File: src/rtl/sram_port_arbiter.sv
// Arbitrates one synchronous single-port SRAM between instruction fetch and the MEM stage.
// MEM has priority. A starvation counter forces a fetch grant after STARVE_LIMIT denied cycles.
module sram_port_arbiter #(
  parameter int ADDR_W       = 32,
  parameter int DATA_W       = 32,
  parameter int STARVE_LIMIT = 4,
  parameter int CNT_W        = 3
) (
  input  logic                clk,
  input  logic                reset,
  input  logic                i_req,
  input  logic [ADDR_W-1:0]   i_addr,
  output logic                i_gnt,
  output logic                i_rvalid,
  output logic [DATA_W-1:0]   i_rdata,
  input  logic                d_req,
  input  logic [DATA_W/8-1:0] d_we,
  input  logic [ADDR_W-1:0]   d_addr,
  input  logic [DATA_W-1:0]   d_wdata,
  output logic                d_gnt,
  output logic                d_rvalid,
  output logic [DATA_W-1:0]   d_rdata,
  output logic                sram_en,
  output logic [DATA_W/8-1:0] sram_we,
  output logic [ADDR_W-1:0]   sram_addr,
  output logic [DATA_W-1:0]   sram_wdata,
  input  logic [DATA_W-1:0]   sram_rdata
);

  localparam logic [CNT_W-1:0] LIMIT = CNT_W'(STARVE_LIMIT);

  // 2'b11 is never written; it decodes as no owner because rvalid uses equality.
  typedef enum logic [1:0] {
    OWN_NONE = 2'b00,
    OWN_IF   = 2'b01,
    OWN_MEM  = 2'b10
  } own_t;

  own_t             resp_own;
  logic [CNT_W-1:0] starve_cnt;
  logic             force_i;

  assign force_i = (starve_cnt == LIMIT);
  assign d_gnt   = d_req & ~(force_i & i_req);
  assign i_gnt   = i_req & ~d_gnt;
  assign sram_en = i_gnt | d_gnt;

  always_comb begin
    sram_we    = '0;
    sram_addr  = '0;
    sram_wdata = '0;
    if (d_gnt) begin
      sram_we    = d_we;
      sram_addr  = d_addr;
      sram_wdata = d_wdata;
    end else if (i_gnt) begin
      sram_addr  = i_addr;
    end
  end

  // Grant stage -> response stage: remember who owns next cycle's read data.
  always_ff @(posedge clk or posedge reset) begin
    if (reset) begin
      starve_cnt <= '0;
      resp_own   <= OWN_NONE;
    end else begin
      if (i_gnt || !i_req)
        starve_cnt <= '0;
      else if (starve_cnt != LIMIT)
        starve_cnt <= starve_cnt + CNT_W'(1);

      if (i_gnt)
        resp_own <= OWN_IF;
      else if (d_gnt && (d_we == '0))
        resp_own <= OWN_MEM;
      else
        resp_own <= OWN_NONE;
    end
  end

  assign i_rvalid = (resp_own == OWN_IF);
  assign d_rvalid = (resp_own == OWN_MEM);
  assign i_rdata  = sram_rdata;
  assign d_rdata  = sram_rdata;

endmodule
File: config.mk
export PLATFORM = sky130hd
export DESIGN_NAME = sram_port_arbiter
export DESIGN_NICKNAME = d
export VERILOG_FILES = /design/src/rtl/sram_port_arbiter.sv
export SDC_FILE = /design/constraint.sdc
export NUM_CORES = 1
export LEC_CHECK = 0
export CAP_MARGIN = 20
export CORE_AREA = 2 2 105 107
export CTS_BUF_LIST = sky130_fd_sc_hd__clkbuf_16
export CTS_CLUSTER_DIAMETER = 150
export DETAILED_ROUTE_END_ITERATION = 16
export DIE_AREA = 0 0 107 109
export PLACE_DENSITY = 0.7
export RECOVER_POWER = 100
export SYNTH_ARGS = -nofsm -noshare
export SYNTH_HDL_FRONTEND = slang
export SYNTH_SLANG_ARGS = --single-unit
File: constraint.sdc
create_clock -name clk -period 1.85 [get_ports clk]
set_input_delay 0.2775 -clock clk [delete_from_list [all_inputs] [get_ports clk]]
set_output_delay 0.2775 -clock clk [all_outputs]
set_load 0.01 [all_outputs]
==> results of run 1 <==
## path summary, 6_finish.rpt
| kind | cells after the start | startpoint | end | slack (ns) |
|---|---|---|---|---|
| setup reg to reg | 6 | starve_cnt[0]$_DFFE_PP0P_ | starve_cnt[2]$_DFFE_PP0P_ | 0.30 |
| max in group asynchronous | 2 | reset | starve_cnt[0]$_DFFE_PP0P_ | 1.29 |
| min in group clk | 0 | sram_rdata[21] | d_rdata[21] | 0.56 |
| hold reg to reg | 2 | starve_cnt[2]$_DFFE_PP0P_ | starve_cnt[1]$_DFFE_PP0P_ | 0.68 |
| setup / recovery | 7 | starve_cnt[0]$_DFFE_PP0P_ | sram_addr[15] | 0.02 |
| hold / removal | 2 | reset | resp_own[0]$_DFF_PP0_ | 0.39 |
## cells by family after synthesis
| kind of cell | Yosys count |
|---|---|
| AOI/OAI and AO/OA | 36 |
| adders and majority gates | 2 |
| buffers and inverters | 91 |
| DFF | 5 |
| and+or+nand+nor | 112 |
## synthesized netlist by cell type, types with 2 or more instances
master and n:
a211oi_1 2, buf_4 66, inv_1 4, dfrtp_1 5, ha_1 2, and3_1 38, nor2b_1 3, buf_6 7
o22ai_1 30, o22ai_2 2, buf_2 3, nand2_1 65, clkbuf_1 11
## timing repair
| action | 4_1_cts | 5_1_grt |
|---|---|---|
| gates cloned | 2 | 1 |
| buffers inserted | 9 | 2 |
| resized for setup | 223 | 41 |
| pin swaps | 2 | 2 |
| setup endpoints to repair | 71 | 71 |
## registers in the layout, indices dropped and copies added, names as in the netlist
| name | count |
|---|---|
| starve_cnt | 3 |
| resp_own | 2 |
## worst max-delay path: cells and delay by family (launching register included)
| kind | cells | cell delay, ns |
|---|---|---|
| fa+ha+maj | 1 | 0.17 |
| buf+inv | 4 | 0.51 |
| compound gates | 2 | 0.28 |
| flops | 1 | 0.36 |
## layout make-up
class / count / area [sq um]
fillers: 1151 / 7630
repair buffers: 201 / 1720
multi-input cells: 150 / 856
well taps: 140 / 175
flip-flops and latches: 5 / 125
clock buffers: 3 / 75.1
inverters: 4 / 15.0
clock inverters: 1 / 3.75
## through the flow
step                      hold slack (ns)  worst slack (ns)
after floorplan                    0.0560             0.250
after global placement              0.487            -0.503
after detailed placement            0.492            -0.528
after CTS                           0.260           -0.0135
after global routing                0.416           -0.0734
final                               0.391            0.0165
## per-layer routing
layer / share of wire, % / wire (um)
met2: 53 / 4150
met1: 37 / 2920
met4: 2.6 / 202
met3: 7.7 / 611
met5: 0 / 0
## power by group through the flow
stage / clock [mW] / combinational, mW / sequential [mW]
final: 0.346 / 0.603 / 0.116
after CTS: 0.353 / 0.644 / 0.116
after detailed placement: 0 / 0.677 / 0.117
after global routing: 0.370 / 0.651 / 0.116
after floorplan: 0 / 0.350 / 0.117
after global placement: 0 / 0.669 / 0.116
==> summary.txt, run 1 <==
Run status
  – Outcome: finished, final reports clean

Synthesis
  – Syn_nets: about 380
  – Syn Std Cell Area: around 0.0016 sq mm
  – Yosys top cell by area: buf_4
  – Yosys Warn Count: 0
  – Seq cells post-synth: 5
  – Post-synthesis xor/xnor area fraction: 0%
  – Mux share of post-synthesis cell area: 0%
  – EDFF count, synth: 0
  – Synth cell types: 21
  – Mapped Cells: about 250
  – Sequential share of the synthesized area: 7.92%
  – Synth Area in Compound Gates: ~15%
  – Top cells by area, synth: buf_4, nand2_1, and3_1
  – Mean area per synthesized cell: ~6.4 sq um
  – Top cell type's share of synthesized area: between 30% and 40%
  – Synth Area in Simple Gates: between 30% and 40%
  – Synth Flop Type: dfrtp_1
  – Async set or reset register ratio after synthesis: between 90% and 100%
  – Post-Synth Adder-Cell Area: under 10%
  – Main combinational cell family by area after synthesis: buffers and inverters

Power
  – Net Sw Frac: slightly below 30%
  – Logic pwr share: 56.6%
  – Seq pwr share: between 10% and 20%
  – Psw: slightly above 0.3 mW
  – Peak supply drop: 286 uV
  – Overall power: 1.07 mW
  – Clock Power Share: 32.5%
  – Internal Power: about 0.76 mW
  – Leak: ~1.5 nW
  – PD cells: approximately 360 mW/mm^2

Floorplanning
  – Initial Util: about 15%
  – # IOs: around 270
  – DIE AREA: around 0.012 sq mm
  – Die Y: between 100 and 150 um
  – Row Count: 38
  – Core footprint: ~0.011 sq mm
  – Die width: approximately 110 um

Critical path
  – Critical Path RT: between 1.5 and 2 ns
  – Critical Path End Type: output port
  – Crit path DAT: around 1.6 ns
  – Critical path's largest stage delay: between 0.3 and 0.4 ns
  – Most used cell, CP: buf_6
  – Critical path cell sequence: inv_2 > ha_4 > buf_6 > a21boi_4 > buf_6 > o22ai_1 > buf_2
  – Slowest-stage cell, CP: dfrtp_1
  – CP startpoint kind: flop
  – CP Class: reg2out
  – Crit Path Max Fanout: 12

Clock tree
  – CTS Sinks: 5
  – CTS root buf: clkbuf_16
  – CTS buffer count: 3
  – H-tree depth: 1
  – CTS tree: built
  – CTS Buffer Depth: 2
  – Clock transition at path regs: approximately 0.03 ns
  – Hold-fix buffers at CTS: 0
  – Clk_lat worst skew: around 0.22 ns

Global routing
  – Largest net degree at the start of global routing: 34
  – Vias in the first global route: 2036
  – First-pass GRT wire length: approximately 11000 um
  – Gr ovfl total: 0
  – Met3 GRT Util: 2.93%
  – GRT met2 Usage: around 22%
  – Total GRT Usage: 12.0%
  – Gr busiest metal: met2
  – Antenna violations before repair: 0
  – Global Route met1 Usage: approximately 14%

Route
  – Drt pass-1 iters: 6
  – DRC Markers: 0
  – Final ANT Viol Nets: 0
  – WL per Instance: ~16 um
  – First DRT Iteration DRCs: ~110
  – Drt via density: between 4 and 5
  – Vias post-DR: approximately 2100
  – Post-Route WL: 7890 um

Layout
  – Most common cell after layout, fill and taps aside: clkdlybuf4s50_1
  – Area grow syn2layout: 88.3%
  – Fin nets: slightly above 500
  – Core Util, Final: ~28%
  – Post-route design area: approximately 0.0030 sq mm
  – Post-route insts no fill: around 500
  – Most frequent cells in the layout: clkdlybuf4s50_1, nand2_1, and3_1
  – Diodes inserted: 0
  – Layout cells sized above 1: a little over 30%

Timing
  – Slew HR: a little under nine tenths
  – Worst slew pin tran: 0.222 ns
  – Unrepaired setup endpoints after global routing: true
  – Fmax: ~550 MHz
  – Final Max Slew Viols: 0
  – # setup viols final: 0
  – Setup_tns: 0 ns
  – Crit path time final: roughly 1.8 ns
  – Hold Violations, Final: 0
  – Final Cycle Share: 99.1%
  – Final clock skew: between 0.0015 and 0.002 ns

Hold path
  – Hold/Removal Path Class: in2async

Placed design
  – Buffers on Ports: ~180
  – HPWL Detailed: ~6100 um
  – Placement Cell Area: around 0.0031 sq mm
  – Placed cell count: approximately 490
  – Routability Congestion: roughly 0.74

Flow run
  – Max-Cap Viols: 0
(Power assumes the default switching activity.)
==> inputs of run 2 (changes only) <==
CTS_BUF_LIST = unset   (was sky130_fd_sc_hd__clkbuf_16)
==> run 2 against run 1 <==
  * Core utilization is 0.51 points lower
  * Clock skew is 0.0023 ns higher
  * Hold slack better by 0.0028 ns
  * Count of clock-buffer cells in the layout is 1 higher
  * Die area stayed put
  * Sequential share of layout area is 0.078 points higher
  * Critical path depth stayed put
  * Final area is 1.8% lower
  * Total power is 13% lower
  * Maximum frequency hardly changed
  * Combinational power hardly changed
  * Clock power is 42% lower
  * Largest cell class unchanged
  * Largest power group unchanged
==> summary.txt, run 2 (synthesized netlist as in run 1, its figures left out) <==
Timing
  – Final clock skew: 0.00418 ns (+0.00232 ns)
  – # setup viols final: 0 (unchanged)
  – Crit path time final: 1.83 ns (-0.000970 ns)
  – Final Cycle Share: 99.1% (about the same)
  – Setup_tns: 0 ns (unchanged)
  – Final Max Slew Viols: 0 (unchanged)
  – Unrepaired setup endpoints after global routing: true
  – Hold Slack: 0.394 ns (+0.00281 ns)
  – Slew HR: 85.4% (+0.37 points)
  – Fmax: 546 MHz (about the same)
  – Hold Violations, Final: 0 (unchanged)
  – Worst slew pin tran: 0.217 ns (-0.00547 ns)

Global routing
  – Largest net degree at the start of global routing: 34 (unchanged)
  – Antenna violations before repair: 0 (unchanged)
  – Gr ovfl total: 0 (unchanged)
  – First-pass GRT wire length: 11000 um (about the same)
  – Vias in the first global route: 2031 (-0.25%)
  – Total GRT Usage: 12.1% (+0.013 points)

Critical path
  – Most used cell, CP: buf_6
  – Critical path's largest stage delay: 0.36 ns (about the same)
  – Critical path cell sequence: inv_2 > ha_4 > buf_6 > a21boi_4 > buf_6 > o22ai_1 > buf_2
  – Crit path DAT: 1.56 ns (about the same)
  – Slowest-stage cell, CP: dfrtp_1
  – CP Class: reg2out
  – Critical Path End Type: output port
  – Crit Path Max Fanout: 12 (unchanged)
  – CP startpoint kind: flop
  – Critical Path RT: 1.57 ns (about the same)

Route
  – Drt via density: 4.14 (-0.80%)
  – WL per Instance: 15.6 um (-0.59%)
  – DRC Markers: 0 (unchanged)
  – Vias post-DR: 2083 (-1.0%)
  – Post-Route WL: 7830 um (-0.79%)
  – Final ANT Viol Nets: 0 (unchanged)
  – Drt pass-1 iters: 4 (-2)
  – First DRT Iteration DRCs: 85 (-22%)

Placed design
  – HPWL Detailed: 6080 um (unchanged)
  – Routability Congestion: 0.737 (unchanged)
  – Buffers on Ports: 176 (unchanged)

Floorplanning
  – # IOs: 273 (unchanged)
  – Row Count: 38 (unchanged)
  – Core footprint: 0.0106 sq mm (unchanged)
  – DIE AREA: 0.0117 sq mm (unchanged)
  – Initial Util: 14.9% (unchanged)
  – Die width: 107 um (unchanged)
  – Die Y: 109 um (unchanged)

Clock tree
  – CTS tree: built
  – Clock transition at path regs: 0.04 ns (about the same)
  – CTS root buf: clkbuf_8
  – H-tree depth: 1 (unchanged)
  – Hold-fix buffers at CTS: 0 (unchanged)
  – CTS Sinks: 5 (unchanged)
  – CTS buffer count: 3 (unchanged)
  – Clk_lat worst skew: 0.22 ns (about the same)
  – CTS Buffer Depth: 2 (unchanged)

Layout
  – Most common cell after layout, fill and taps aside: clkdlybuf4s50_1
  – Most frequent cells in the layout: clkdlybuf4s50_1, nand2_1, and3_1
  – Max FFs per register: 3 (unchanged)
  – Fin nets: 502 (-0.20%)
  – Largest regs: starve_cnt: 3 flops, resp_own: 2 flops
  – Diodes inserted: 0 (unchanged)
  – Area grow syn2layout: 84.9%
  – Core Util, Final: 27.5% (-0.51 points)
  – Most flops, register: starve_cnt
  – Layout cells sized above 1: 29.8% (-0.47 points)

Run status
  – Outcome: finished, final reports clean

Power
  – Peak supply drop: 207 uV (-28%)
  – PD cells: 316 mW/mm^2 (-12%)
  – Leak: 1.43 nW (-2.3%)

Hold path
  – Hold/Removal Path Class: in2async

Flow run
  – Max-Cap Viols: 0 (unchanged)
run 2: cell types whose count changed in the layout (fill, tap and decap cells not counted):
cell	before	now
inv_1	3	2
buf_2	35	34
clkdlybuf4s15_1	0	1
clkbuf_8	0	3
clkbuf_1	0	1
clkbuf_16	4	0
run 2: path summary, 6_finish.rpt:
kind / start / to / slack [ns] / cells past startpoint
min reg2reg: starve_cnt[2]$_DFFE_PP0P_ / starve_cnt[1]$_DFFE_PP0P_ / 0.68 / 2
max: starve_cnt[1]$_DFFE_PP0P_ / sram_addr[12] / 0.02 / 7
max in group asynchronous: reset / starve_cnt[0]$_DFFE_PP0P_ / 1.28 / 2
max reg2reg: starve_cnt[0]$_DFFE_PP0P_ / starve_cnt[2]$_DFFE_PP0P_ / 0.31 / 6
min in group clk: sram_rdata[21] / d_rdata[21] / 0.56 / 0
min: reset / resp_own[0]$_DFF_PP0_ / 0.39 / 2
run 2: what timing repair did:
item	in CTS	in global routing
resized for setup	222	40
gates cloned	2	0
endpoints found under the setup margin	71	71
pin swaps	2	1
buffers inserted	9	2
run 2: cell type report:
cell class              instances  area [sq um]
fillers                      1154          7680
well taps                     140           175
clock buffers                   4          45.0
multi-input cells             150           856
flip-flops and latches          5           125
inverters                       4          15.0
repair buffers                200          1700
run 2: where the power goes:
group	total, mW	switching [mW]	internal [mW]
sequential	0.116	0.00221	0.114
clock	0.202	0.0539	0.148
combinational	0.604	0.239	0.365
total	0.922	0.295	0.626
run 2: stage by stage:
stage | power [mW] | instances | area [sq um] | setup slack [ns]
2_1_floorplan | 0.466 | 246 | 1580 | 0.250
3_3_place_gp | 0.786 | 489 | 3070 | -0.503
3_5_place_dp | 0.794 | 489 | 3070 | -0.528
4_1_cts | 0.968 | 504 | 3140 | -0.00647
5_1_grt | 0.991 | 503 | 2920 | -0.0677
6_report | 0.922 | 503 | 2920 | 0.0175
run 2: metal layers:
layer / track usage (%) / up-vias / share of wire (%)
li1: - / 996 / -
met1: 14.0 / 940 / 37
met2: 22.0 / 122 / 53
met3: 2.93 / 25 / 8.2
met4: 3.53 / 0 / 2.4
met5: 0 / - / 0
run 2: critical path: cells and delay by family, from the launching register on:
family,cells,cell delay [ns]
fa+ha+maj,1,0.17
flops,1,0.36
compound gates,2,0.28
buf+inv,4,0.51
==> inputs of run 3 (changes only) <==
CAP_MARGIN = 30   (was 20)
==> results of run 3 <==
Same layout as run 2: the final DEF is identical, and so are final timing and power.
